File: config.mk
export PLATFORM = sky130hd
export DESIGN_NAME = alu_result_hex_display
export DESIGN_NICKNAME = d
export VERILOG_FILES = /design/src/rtl/alu_result_hex_display.sv
export SDC_FILE = /design/constraint.sdc
export NUM_CORES = 1
export LEC_CHECK = 0
export ABC_AREA = 1
export ABC_CLOCK_PERIOD_IN_PS = 2600
export BUFFER_PORTS_ARGS = -buffer_cell sky130_fd_sc_hd__buf_4
export CAP_MARGIN = 40
export CORE_ASPECT_RATIO = 1.2
export CORE_MARGIN = 5
export CORE_UTILIZATION = 60
export CTS_BUF_LIST = sky130_fd_sc_hd__clkbuf_8
export DETAILED_ROUTE_END_ITERATION = 8
export GPL_TIMING_DRIVEN = 0
export PLACE_DENSITY = 0.89
export SYNTH_ARGS = -nofsm -noshare
export SYNTH_HDL_FRONTEND = slang
export SYNTH_SLANG_ARGS = --single-unit
export TNS_END_PERCENT = 30
File: constraint.sdc
create_clock -name CLOCK_50 -period 2.6 [get_ports CLOCK_50]
set_input_delay 0 -clock CLOCK_50 [delete_from_list [all_inputs] [get_ports CLOCK_50]]
set_output_delay 0 -clock CLOCK_50 [all_outputs]
set_load 0.05 [all_outputs]
File: src/rtl/alu_result_hex_display.sv
// alu_result_hex_display
// Takes the 8-bit unsigned ALU result over a valid/ready handshake and
// converts it to three decimal digits with a sequential double-dabble
// engine (one shift per cycle). The digits then drive three active-low
// seven-segment displays. The displayed value holds until the next
// accepted result.
// Ports:
//   CLOCK_50      system clock, rising edge
//   RESET         synchronous active-high reset
//   result_in     ALU result, sampled on handshake only
//   result_valid  upstream valid
//   result_ready  high in IDLE (can accept)
//   busy          high while converting / updating
//   HEX0/1/2      ones / tens / hundreds, active-low segments, bit0=a..bit6=g
//   shown_value   binary value currently on the displays
module alu_result_hex_display #(
  parameter bit BLANK_LEADING_ZEROS = 1'b1
) (
  input  logic       CLOCK_50,
  input  logic       RESET,
  input  logic [7:0] result_in,
  input  logic       result_valid,
  output logic       result_ready,
  output logic       busy,
  output logic [6:0] HEX0,
  output logic [6:0] HEX1,
  output logic [6:0] HEX2,
  output logic [7:0] shown_value
);

  typedef enum logic [1:0] {IDLE, CONVERT, UPDATE} state_t;

  localparam logic [6:0] SEG_BLANK = 7'b1111111;
  localparam logic [6:0] SEG_ZERO  = 7'b1000000;
  // Reset shows value 0 under the blanking rule.
  localparam logic [6:0] SEG_LEAD_RST = BLANK_LEADING_ZEROS ? SEG_BLANK : SEG_ZERO;

  function automatic logic [6:0] seg7(input logic [3:0] d);
    case (d)
      4'd0:    seg7 = 7'b1000000;
      4'd1:    seg7 = 7'b1111001;
      4'd2:    seg7 = 7'b0100100;
      4'd3:    seg7 = 7'b0110000;
      4'd4:    seg7 = 7'b0011001;
      4'd5:    seg7 = 7'b0010010;
      4'd6:    seg7 = 7'b0000010;
      4'd7:    seg7 = 7'b1111000;
      4'd8:    seg7 = 7'b0000000;
      4'd9:    seg7 = 7'b0010000;
      default: seg7 = SEG_BLANK;
    endcase
  endfunction

  function automatic logic [3:0] add3(input logic [3:0] n);
    add3 = (n >= 4'd5) ? n + 4'd3 : n;
  endfunction

  state_t      state;
  logic [7:0]  bin;       // binary shift register, consumed MSB first
  logic [7:0]  captured;  // original value, kept for shown_value
  logic [11:0] bcd;
  logic [3:0]  cnt;
  logic [11:0] adj;
  logic [3:0]  hund, tens, ones;

  // Add-3 correction applied before each shift.
  always_comb begin
    adj = {add3(bcd[11:8]), add3(bcd[7:4]), add3(bcd[3:0])};
  end

  assign hund = bcd[11:8];
  assign tens = bcd[7:4];
  assign ones = bcd[3:0];

  always_ff @(posedge CLOCK_50) begin
    if (RESET) begin
      state        <= IDLE;
      bin          <= '0;
      captured     <= '0;
      bcd          <= '0;
      cnt          <= '0;
      result_ready <= 1'b1;
      busy         <= 1'b0;
      HEX0         <= SEG_ZERO;
      HEX1         <= SEG_LEAD_RST;
      HEX2         <= SEG_LEAD_RST;
      shown_value  <= '0;
    end else begin
      case (state)
        IDLE: begin
          if (result_valid) begin
            bin          <= result_in;
            captured     <= result_in;
            bcd          <= '0;
            cnt          <= '0;
            state        <= CONVERT;
            result_ready <= 1'b0;
            busy         <= 1'b1;
          end
        end
        CONVERT: begin
          {bcd, bin} <= {adj, bin} << 1;
          cnt        <= cnt + 4'd1;
          if (cnt == 4'd7) state <= UPDATE;
        end
        UPDATE: begin
          HEX0 <= seg7(ones);
          HEX1 <= (BLANK_LEADING_ZEROS && hund == 4'd0 && tens == 4'd0) ? SEG_BLANK : seg7(tens);
          HEX2 <= (BLANK_LEADING_ZEROS && hund == 4'd0) ? SEG_BLANK : seg7(hund);
          shown_value  <= captured;
          state        <= IDLE;
          result_ready <= 1'b1;
          busy         <= 1'b0;
        end
        default: begin
          state        <= IDLE;
          result_ready <= 1'b1;
          busy         <= 1'b0;
        end
      endcase
    end
  end

endmodule

# ---- Word-level counts from Yosys, hierarchy flattened
# Memories as Yosys holds them, arrays and structs flattened. A register that Yosys moved wholly into a read port is not among the register bits.
# Cells that the tools add are included.
dict set report classes {
  n_reduce_logical 9
  n_eq_ne 5
  bitwise 1
  order_cmp 3
  add_sub_neg 4
  n_mux 22
}
# cell n
set op_table {}
lappend op_table {{2-to-1 mux 4 bit} 7}
lappend op_table {{one-hot mux 12 bit (2 select lines)} 1}
lappend op_table {{one-hot mux 8 bit (2 select lines)} 1}
lappend op_table {{2-to-1 mux 7 bit} 2}
lappend op_table {{greater-or-equal comparator 4 x 3 -> 1 bit (second input constant)} 3}
lappend op_table {{2-to-1 mux 12 bit} 1}
lappend op_table {{adder 4 x 2 -> 4 bit (second input constant)} 2}
lappend op_table {{logical NOT 4 bit} 2}
lappend op_table {{2-to-1 mux 8 bit} 1}
lappend op_table {{one-hot mux 4 bit (2 select lines)} 1}
lappend op_table {{AND reduction 2 bit} 4}
lappend op_table {{adder 4 x 1 -> 4 bit (second input constant)} 1}
lappend op_table {{== test 4 x 3 -> 1 bit (second input constant)} 1}
lappend op_table {{2-to-1 mux 2 bit} 2}
lappend op_table {{!= test 2 bit (second input constant)} 2}
lappend op_table {{one-hot mux 1 bit (2 select lines)} 2}
lappend op_table {{one-hot mux 2 bit (2 select lines)} 1}
lappend op_table {{adder 3 x 2 -> 3 bit (second input constant)} 1}
lappend op_table {{2-to-1 mux 3 bit} 1}
lappend op_table {{== test 2 x 1 -> 1 bit (second input constant)} 1}
lappend op_table {{== test 2 bit (second input constant)} 1}
lappend op_table {{logical NOT 2 bit} 1}
lappend op_table {{2-to-1 mux 1 bit} 2}
lappend op_table {{nonzero test 2 bit} 1}
lappend op_table {{2 further kinds} 2}
dict set report totals {
  romBits 336
  output_inout_bits 31
  mem_count 3
  input_bits 11
  reg_bits 58
}
# name depth word_bits read_ports rd_ports_with_merged_regs write_ports line
set mem_list {}
lappend mem_list {{(name not given)} 16 7 1 1 0 39} ;# case (d)
lappend mem_list {{(name not given)} 16 7 1 1 0 39}
lappend mem_list {{(name not given)} 16 7 1 1 0 39}

# ---- Depth between registers and ports, before layout
# Gate-level depths: netlist of the first run.
dict set report depth {
  word_depth 5
  ltp_mapped 15
  ltp_nobuf 15
}

# ---- Least setup slack after synthesis of the first run
# No wires, ideal clock.
dict set report synth_path {
  kind {flip-flop to flip-flop}
  from {register bcd[4]}
  to {register with a tool-made name}
  n_path_buf 0
  t_arrival_ns 1.886
  path_slack_ns 0.655
  path_stages_with_launch 14
  required_time_ns 2.541
  period_less_slack_ns 1.945
  path_cell_list {dfxtp_1 > inv_1 > ha_1 > inv_1 > nand2_1 > nand3_1 > nand3_1 > a21oi_2 > inv_1 > ha_1 > nand3b_1 > nand2_1 > nand2_1 > nand2_1}
}
# item line
set synth_rtl {}
lappend synth_rtl {{start, declared} 61} ;# logic [11:0] bcd;
lappend synth_rtl {{start signal, assigned} 102} ;# {bcd, bin} <= {adj, bin} << 1;

==> results by group, run 1 <==
Run status
  • Outcome: completed

Synth
  • YS warnings: 0
  • Synthesized area: 3551 um2
  • Synth Area in Compound Gates: 16.56%
  • EDFF count, synth: 0
  • Main flop type after synthesis: dfxtp_1
  • Most frequent cells after synthesis: nand2_1 (113), dfxtp_1 (79), nor2_1 (42)
  • Top-count cell post-synth: nand2_1
  • Largest family of logic cells by synthesized area: simple AND/OR/NAND/NOR gates
  • Post-synth top area share: between 40 and 50%
  • Mapped Nets: 490
  • Post-synthesis sequential area ratio: 44.54%
  • Cells after synthesis: 457
  • Flops & latches, synth: approximately 80
  • Synth cell types: 33
  • Simple logic cell fraction of the synthesized area: between 20% and 30%
  • Mapped Avg Cell Area: 7.770 um2
  • Area leader, netlist: dfxtp_1
  • Post-synthesis adder-cell area fraction: 7.752%
  • Post-synthesis mux area share: 0%
  • Ys async rst share: 0%
  • Top cells by area, synth: dfxtp_1 (45%), nand2_1 (12%), ha_1 (7.8%), o21ai_0 (4.9%), nor2_1 (4.4%)
  • Post-Synth XOR/XNOR Area: 0.2467%

Route
  • DR vias: 3301
  • DR WL/cell: about 14 um
  • WL final: 8140 um
  • ANT nets after route: 0
  • Met3 wire length: approximately 450 um
  • First-pass DRT Iterations: 5
  • Residual DRC: 0
  • Met2 Wirelength: 4229 um
  • Vias per cell: 5.493
  • Iter 0 DRT Violations: 271
  • WL met1: 3253 um
  • Highest Signal Layer: met4

Worst setup path
  • Reg-to-reg slack, setup: around 230 ps
  • Worst r2r path cells: 13
  • Endpoint type of the worst setup path: register
  • Required time of the critical path: 2890 ps
  • Worst-path maximum fanout: 5
  • Worst reg2reg startpoint: bcd[4]$_SDFFE_PP0N_
  • CP arrival: 2660 ps
  • Startpoint Class: register
  • WS Path Type: reg2reg

Timing
  • Setup TNS: 0 ps
  • Final min period: about 2400 ps
  • Worst Max-Slew Pin Slew: 551.7 ps
  • Fmax: 421.7 MHz
  • Rel. slew slack: 63.22%
  • Final Setup Violations: 0
  • Hold Violations, Final: 0
  • Unrepaired setup endpoints after global routing: false
  • Slew Limit Fails: 0
  • Setup Skew: 10.13 ps
  • Period utilization: 91.20%
  • Final WS setup: 228.9 ps

GRT
  • Largest net degree at the start of global routing: 13
  • Initial antenna violation count: 0
  • Tot GR Track Use: 23.26%
  • First-pass GRT wire length: 13830 um
  • Vias in the first global route: 3204
  • Overflow after GRT: 0

Finish
  • Layout area overhead: 19.77%
  • Finished layout cell area: 4253 um2
  • Antenna cells: 0
  • Fraction of layout cells with a size suffix above 1: 18.04%
  • Fin nets: between 500 and 600

Floorplanning
  • Die W: 80.23 um
  • Initial core utilization: 62.24%
  • Core area: 5705 um2
  • Num ports: 42
  • Die area: 7563 um2
  • Cell row count: 30
  • Die Height: 94.27 um

Clock network
  • CTS clk-pin slew, worst paths: approximately 70 ps
  • Setup bufs post-CTS: 0
  • CTS max path bufs: 2
  • H-tree levels: 3
  • Root Driver: clkbuf_8
  • Num CTS Buffers: 9
  • CTS tree: done
  • Worst skew pair latency: 350 ps
  • CTS sink count: between 70 and 80

Placed design
  • Pre-CTS setup slack: about 340 ps
  • Hpwl dp: ~5700 um
  • RePlAce Congestion: 0.9011
  • Placed cell area: ~4000 um2
  • Port bufs: 40

Worst hold path
  • Worst min path class: in2reg
  • Hold EP: result_ready$_SDFFE_PP1P_
  • Hold path depth: 4
  • Start point of the worst min-delay path: result_valid

Run
  • Max cap viols: 0

Pwr
  • Pwr Density: 563.6 nW/um2
  • Worst IR drop on VDD: 470.1 uV
  • Leakage: between 1.5 and 2 nW
==> cells in the final DEF (no fill, tap or decap), types with 2 or more instances in the layout <==
| master | n |
|---|---|
| bufinv_16 | 2 |
| o21ai_0 | 35 |
| o21ai_2 | 2 |
| clkbuf_1 | 5 |
| dfxtp_1 | 79 |
| clkbuf_8 | 10 |
| inv_1 | 34 |
| a21oi_2 | 2 |
| nand4_1 | 5 |
| o21ai_1 | 2 |
| a31oi_1 | 7 |
| inv_2 | 6 |
| o22ai_1 | 15 |
| o21ai_4 | 2 |
| o211ai_1 | 5 |
| clkinv_2 | 2 |
| ha_1 | 22 |
| nand3_1 | 23 |
| nand2_1 | 113 |
| buf_4 | 41 |
| nand2_2 | 8 |
| dlygate4sd3_1 | 9 |
| buf_2 | 11 |
| nand3b_1 | 4 |
| a21oi_1 | 24 |
| nor2_1 | 42 |
==> power by group <==
group	switching, W	total, W	internal, W	leakage [nW]
sequential	0.0000187	0.00126	0.00124	0.642
clock	0.000420	0.000974	0.000555	0.113
combinational	0.000107	0.000166	0.0000591	1.22
total	0.000546	0.00240	0.00185	1.97
==> logic make-up (layout without fill, tap and decap cells) <==
group           after synthesis  after routing
xor+xnor                      1              1
compound gates               97             97
fa+ha+maj                    22             22
flops                        79             79
simple gates                200            200
buf+inv                      58            122
==> metrics by stage <==
stage	hold WS [ps]	instances	power (W)	util [%]
final	14.00	601	0.002397	74.54
after global placement	265.9	577	0.001426	69.25
after CTS	0.9482	601	0.002403	74.54
after floorplan	159.5	457	0.001381	-
after detailed placement	270.2	577	0.001433	69.25
after global routing	19.59	601	0.002475	74.54
==> layer usage <==
| layer | track usage [%] | up-vias |
|---|---|---|
| met3 | 3.167 | 21 |
| li1 | - | 1624 |
| met5 | 0 | - |
| met1 | 26.65 | 1545 |
| met2 | 41.71 | 111 |
| met4 | 11.41 | 0 |
==> area by class of cell <==
type | instances | area [um2]
Sequential cell | 79 | 1582
Clock buffer | 10 | 137.6
Inverter | 40 | 152.6
Multi-Input combinational cell | 320 | 1724
Timing Repair Buffer | 49 | 390.4
Tap cell | 80 | 100.1
Clock inverter | 5 | 73.82
Fill cell | 427 | 1453
Buffer | 18 | 92.59
==> timing repair <==
action	4_1_cts	5_1_grt
hold endpoints to repair	17	0
hold buffers	9	0
resized for setup	0	0
endpoints found under the setup margin	0	0
==> critical path: stages (launching register included) <==
cell and delay [ps]:
dfxtp_1 430, inv_1 130, ha_1 240, inv_1 60
nand2_1 80, nand3_1 150, nand3_1 170, a21oi_2 280
inv_1 120, ha_1 320, nand3b_1 160, nand2_1 70
nand2_1 50, nand2_1 60
==> worst max-delay path by stage <==
stage                              startpoint  endpoint  slack, ps  depth (start not counted)
after CTS                 bcd[4]$_SDFFE_PP0N_  register        290                         13
after global routing      bcd[4]$_SDFFE_PP0N_  register         20                         13
after global placement    bcd[4]$_SDFFE_PP0N_  register        440                         13
after floorplan           bcd[4]$_SDFFE_PP0N_  register        660                         13
final                     bcd[4]$_SDFFE_PP0N_  register        230                         13
after detailed placement  bcd[4]$_SDFFE_PP0N_  register        340                         13
Note: power is estimated with default switching activity, not from simulation.
==> run 2, diff against run 1 <==
==> constraint.sdc (replaced) <==
create_clock -name CLOCK_50 -period 2.6 [get_ports CLOCK_50]
set_input_delay 0.78 -clock CLOCK_50 [delete_from_list [all_inputs] [get_ports CLOCK_50]]
set_output_delay 0.78 -clock CLOCK_50 [all_outputs]
set_load 0.05 [all_outputs]
==> run 2 against run 1 <==
Against the previous run:
- worst hold slack better by 430 ps
- global-route usage decreased by 0.74 points
- die area unchanged
- total power is 0.65% lower
==> results by group, run 2 (synthesis results as in run 1) <==
Run status
  • Outcome: completed

Timing
  • Worst Max-Slew Pin Slew: 564.0 ps
  • Final WS setup: 236.1 ps
  • Final min period: 2364 ps
  • Hold Violations, Final: 0
  • Rel. slew slack: 62.40%
  • Final hold slack: 442.0 ps
  • Final Setup Violations: 0
  • Unrepaired setup endpoints after global routing: false
  • Fmax: 423.0 MHz
  • Period utilization: approximately 90%
  • Slew Limit Fails: 0
  • Setup Skew: 11.24 ps
  • Setup TNS: 0 ps

Floorplanning
  • Die area: approximately 7600 um2
  • Cell row count: 30
  • Num ports: 42
  • Die Height: 94.27 um
  • Die W: approximately 80 um
  • Core area: between 5000 and 6000 um2
  • Initial core utilization: slightly above 60%

Worst setup path
  • Slowest cell on the critical path: dfxtp_1
  • Required time of the critical path: 2890 ps
  • Slowest Stage Delay on Critical Path: approximately 430 ps
  • Worst reg2reg startpoint: bcd[4]$_SDFFE_PP0N_
  • CP cell instances: inv_1 > ha_1 > inv_1 > nand2_1 > nand3_1 > nand3_1 > a21oi_2 > inv_1 > ha_1 > nand3b_1 > nand2_1 > nand2_1 > nand2_1
  • Worst-path maximum fanout: 5
  • Crit-path leading delay family: simple AND/OR/NAND/NOR gates
  • Worst r2r path cells: 13
  • Worst Path Buf+Inv: 3
  • Startpoint Class: register
  • CP arrival: about 2700 ps
  • Reg-to-reg slack, setup: ~240 ps
  • CP most frequent cell: nand2_1
  • Endpoint type of the worst setup path: register
  • WS Path Type: reg2reg

Worst hold path
  • Hold path depth: 2
  • Hold EP: HEX1[4]$_SDFFE_PP1N_
  • Worst min path class: reg2reg

Clock network
  • Worst skew pair latency: between 300 and 400 ps
  • CTS clk-pin slew, worst paths: 70 ps
  • H-tree levels: 3
  • Root Driver: clkbuf_8
  • CTS tree: done
  • Setup bufs post-CTS: 0
  • CTS sink count: 79
  • Num CTS Buffers: 9
  • Post-CTS Hold Buffers: 0
  • Post-CTS Resized: 0
  • CTS max path bufs: 2

Placed design
  • Pre-CTS setup slack: ~120 ps
  • Port bufs: 40
  • RePlAce Congestion: 0.9011
  • Hpwl dp: 5693 um

Route
  • ANT nets after route: 0
  • DR WL/cell: 13.31 um
  • DR vias: 3254
  • Residual DRC: 0
  • Vias per cell: 5.497
  • First-pass DRT Iterations: 5
  • WL final: 7881 um
  • Iter 0 DRT Violations: approximately 250

Finish
  • Fin nets: between 500 and 600
  • Commonest non-fill, non-tap cells in the layout: nand2_1 (113), dfxtp_1 (79), nor2_1 (42)
  • Antenna cells: 0
  • Multi-input gate area: 1724 um2
  • Layout area overhead: 17.23%
  • Post-layout util: between 70% and 80%
  • Fillcell total: 450
  • Fraction of layout cells with a size suffix above 1: a little under a fifth
  • Storage cell area: about 1600 um2
  • Commonest non-fill, non-tap cell in the layout: nand2_1

GRT
  • First-pass GRT wire length: 13390 um
  • Tot GR Track Use: 22.52%
  • Largest net degree at the start of global routing: 13
  • Vias in the first global route: 3117
  • Overflow after GRT: 0
  • Initial antenna violation count: 0

Pwr
  • Leakage: ~1.9 nW
  • Pwr Density: 572.1 nW/um2
  • Worst IR drop on VDD: between 400 and 500 uV
  • Total power: 0.002381 W

Run
  • Max cap viols: 0
[run 2: layer usage]
layer | global-route usage (%) | share of wire, %
met4 | 10.56 | 2.2
met1 | 25.75 | 41
met5 | 0 | 0
met3 | 3.263 | 5.6
met2 | 40.54 | 52
[run 2: stage by stage]
step	instances	cell area, um2
after floorplan	457	3551
after global placement	577	3951
after detailed placement	577	3951
after CTS	592	4163
after global routing	592	4163
final	592	4163
[run 2: how the worst max path moves through the flow]
stage                                    from        to  slack (ps)  depth (start not counted)
after global placement                  RESET  register         150                         11
after floorplan                         RESET  register         420                         11
after global routing      bcd[4]$_SDFFE_PP0N_  register          20                         13
final                     bcd[4]$_SDFFE_PP0N_  register         240                         13
after CTS                 bcd[4]$_SDFFE_PP0N_  register         290                         13
after detailed placement         result_valid  register         120                         11
[run 2: power by group]
group	total, W	switching [W]	internal (W)
clock network	0.000972	0.000418	0.000555
logic	0.000154	0.000103	0.0000503
registers	0.00126	0.0000178	0.00124
total	0.00238	0.000539	0.00184
[run 2: final cells by class]
| class | instances | share of cell area, % |
|---|---|---|
| multi-input cells | 320 | 41.42 |
| flip-flops and latches | 79 | 37.99 |
| repair buffers | 40 | 7.214 |
| inverters | 40 | 3.667 |
| clock buffers | 10 | 3.306 |
| well taps | 80 | 2.405 |
| plain buffers | 18 | 2.224 |
| clock inverters | 5 | 1.773 |
[run 2: worst register-to-register path: cells and delay by family (launching register included)]
family	cells	cell delay, ps
AND/OR/NAND/NOR	7	730
adder cells (fa/ha/maj)	2	570
flip-flops	1	430
buffers and inverters	3	310
AO/OA/AOI/OAI	1	270
==> run 3, diff against run 2 <==
ABC_AREA = 0   (was 1)
PLACE_DENSITY = 0.88   (was 0.89)
==> run 3 against run 2 <==
Against the previous run:
- non-clock buffer count increased by 9
- critical path depth decreased by 1
- largest cell class unchanged
- core utilization down 0.24 points
- combinational power is 18% higher
- die area grew 4.9%
- synthesized cell count fell by 8.8%
==> results by group, run 3 <==
Clock network
  • Post-CTS Hold Buffers: 0
  • Num CTS Buffers: 9
  • H-tree levels: 3
  • CTS max path bufs: 2
  • CTS sink count: 79
  • Root Driver: clkbuf_8
  • CTS tree: done
  • CTS clk-pin slew, worst paths: around 80 ps
  • Setup bufs post-CTS: 0
  • Worst skew pair latency: 370 ps

Placed design
  • RePlAce Congestion: 0.9523
  • Pre-CTS setup slack: -332.8 ps
  • Hpwl dp: around 6600 um
  • Port bufs: 40

GRT
  • Largest net degree at the start of global routing: 15
  • Vias in the first global route: 3332
  • Tot GR Track Use: 25.45%
  • First-pass GRT wire length: 15410 um
  • Overflow after GRT: 0
  • Initial antenna violation count: 0

Run
  • Max cap viols: 0

Timing
  • Final Setup Violations: 0
  • Period utilization: slightly above 90%
  • Fmax: 411.6 MHz
  • Rel. slew slack: 52.94%
  • Final min period: 2429 ps
  • Setup Skew: 9.098 ps
  • Slew Limit Fails: 0
  • Worst Max-Slew Pin Slew: 701.6 ps
  • Final hold slack: 454.5 ps
  • Unrepaired setup endpoints after global routing: false
  • Hold Violations, Final: 0
  • Final WS setup: between 150 and 200 ps

Worst setup path
  • Slowest Stage Delay on Critical Path: 380 ps
  • Worst-path maximum fanout: 4
  • Endpoint type of the worst setup path: register
  • Slowest cell on the critical path: a2111o_1
  • Worst Path Buf+Inv: 2
  • Critical Path Stages: 12
  • Worst reg2reg startpoint: bcd[5]$_SDFFE_PP0N_
  • Reg-to-reg slack, setup: 170 ps
  • CP cell instances: inv_2 > ha_1 > nand2b_4 > a2111o_1 > and3_4 > nor2_4 > inv_1 > ha_2 > a21oi_2 > nand2_1 > o32ai_2 > a311oi_1
  • Worst setup path start: bcd[5]$_SDFFE_PP0N_
  • WS Path Type: reg2reg
  • Required time of the critical path: 2820 ps
  • Crit-path leading delay family: compound AO/OA/AOI/OAI gates
  • Startpoint Class: register
  • Worst r2r path cells: 12
  • CP arrival: 2650 ps

Worst hold path
  • Worst min path class: reg2reg

Synth
  • Most frequent cells after synthesis: dfxtp_1 (79), nand2_1 (56), nor2_1 (46)
  • Flops & latches, synth: 79
  • Top-count cell post-synth: dfxtp_1
  • Mapped Nets: 450
  • Main flop type after synthesis: dfxtp_1
  • Synth cell types: 64
  • Mapped Avg Cell Area: 8.983 um2
  • Synthesized area: 3746 um2
  • EDFF count, synth: 0
  • YS warnings: 0
  • Ys async rst share: 0%
  • Post-synthesis sequential area ratio: approximately 42%
  • Top cells by area, synth: dfxtp_1 (42%), ha_1 (7.3%), nand2_1 (5.6%), nor2_1 (4.6%), a21oi_1 (3.3%)
  • Post-synth top area share: ~42%
  • Cells after synthesis: 417
  • Area leader, netlist: dfxtp_1

Floorplanning
  • Die area: about 8000 um2
  • Die Height: 96.56 um
  • Cell row count: 31
  • Die W: 82.13 um
  • Core area: 6051 um2
  • Initial core utilization: 61.91%
  • Num ports: 42

Finish
  • Commonest non-fill, non-tap cell in the layout: dfxtp_1
  • Antenna cells: 0
  • Commonest non-fill, non-tap cells in the layout: dfxtp_1 (75), nand2_1 (56), nor2_1 (44)
  • Fin nets: 501
  • Fillcell total: 466
  • Fraction of layout cells with a size suffix above 1: a little under a quarter
  • Layout area overhead: 17.47%

Route
  • DR WL/cell: 16.60 um
  • DR vias: 3275
  • Iter 0 DRT Violations: 212
  • Vias per cell: just under 6
  • Residual DRC: 0
  • ANT nets after route: 0
  • WL final: 9211 um
  • First-pass DRT Iterations: 4

Run status
  • Outcome: completed

Pwr
  • Pwr Density: 543.3 nW/um2
  • Worst IR drop on VDD: 605.7 uV
  • Leakage: about 1.8 nW
run 3: cell count changes after synthesis, moves of 5 or more:
cell | before | now
o221a_2 | 1 | 7
o21ai_0 | 35 | 13
a22oi_1 | 0 | 5
buf_2 | 11 | 6
nand2_1 | 113 | 56
nand3_1 | 23 | 7
inv_1 | 33 | 15
mux2i_1 | 0 | 12
a2bb2oi_1 | 0 | 9
inv_2 | 6 | 1
clkbuf_1 | 5 | 14
nand2_2 | 8 | 0
run 3: area by class of cell:
class | instances | area (um2) | share of cell area [%]
inverters | 19 | 71.32 | 1.621
repair buffers | 40 | 300.3 | 6.824
well taps | 82 | 102.6 | 2.332
flip-flops and latches | 79 | 1587 | 36.05
clock inverters | 6 | 68.82 | 1.564
plain buffers | 27 | 138.9 | 3.156
multi-input cells | 292 | 1994 | 45.32
clock buffers | 10 | 137.6 | 3.128
run 3: kinds of logic (layout without fill, tap and decap cells):
family                   count (synthesis)  in the layout  synth area share, %
XOR/XNOR                                 2              2               0.4677
buffers and inverters                   46            102                5.544
adder cells (fa/ha/maj)                 22             22                7.348
flip-flops                              79             79                42.22
AO/OA/AOI/OAI                          113            113                22.91
AND/OR/NAND/NOR                        141            141                17.70
multiplexers                            14             14                3.808
run 3: what timing repair did:
item,4_1_cts,5_1_grt
pin swaps,1,2
resized for setup,11,9
endpoints found under the setup margin,2,7
run 3: how the worst min path moves through the flow:
stage,startpoint,to,slack [ps],cells past startpoint
3_5_place_dp,register,HEX2[3]$_SDFFE_PP1N_,430,2
4_1_cts,register,HEX2[3]$_SDFFE_PP1N_,460,2
6_report,HEX0[3]$_SDFFE_PP0N_,HEX0[3]$_SDFFE_PP0N_,450,2
5_1_grt,captured[5]$_SDFFE_PP0P_,shown_value[5]$_SDFFE_PP0N_,470,2
3_3_place_gp,register,HEX1[6]$_SDFFE_PP1N_,420,2
2_1_floorplan,register,HEX1[0]$_SDFFE_PP1N_,420,2
run 3: metrics by stage:
step                TNS, ps  utilization, %  power (W)  area [um2]  cells
floorplan                 0               -   0.001402        3746    417
global placement      -1436           68.57   0.001449        4149    539
detailed placement    -1647           68.57   0.001454        4149    539
CTS                       0           72.48   0.002393        4385    555
global route              0           72.73   0.002467        4400    555
finish                    0           72.73   0.002391        4400    555
run 3: power breakdown:
part | switching [W] | internal (W) | total, W
combinational | 0.000109 | 0.0000722 | 0.000181
clock | 0.000481 | 0.000476 | 0.000957
sequential | 0.0000169 | 0.00123 | 0.00125
run 3: tightest hold or removal path, delay by kind of cell, from the launching register on:
kind	cells	cell delay (ps)
compound gates	1	50
flops	1	310
simple gates	1	50
run 3: metal layers:
layer  up-vias  global-route usage [%]  share of wire, %
met2        93                   46.77                53
met4         0                   12.88               2.5
met1      1574                   27.80                40
met5         -                       0                 0
li1       1590                       -                 -
met3        18                   4.082               4.0
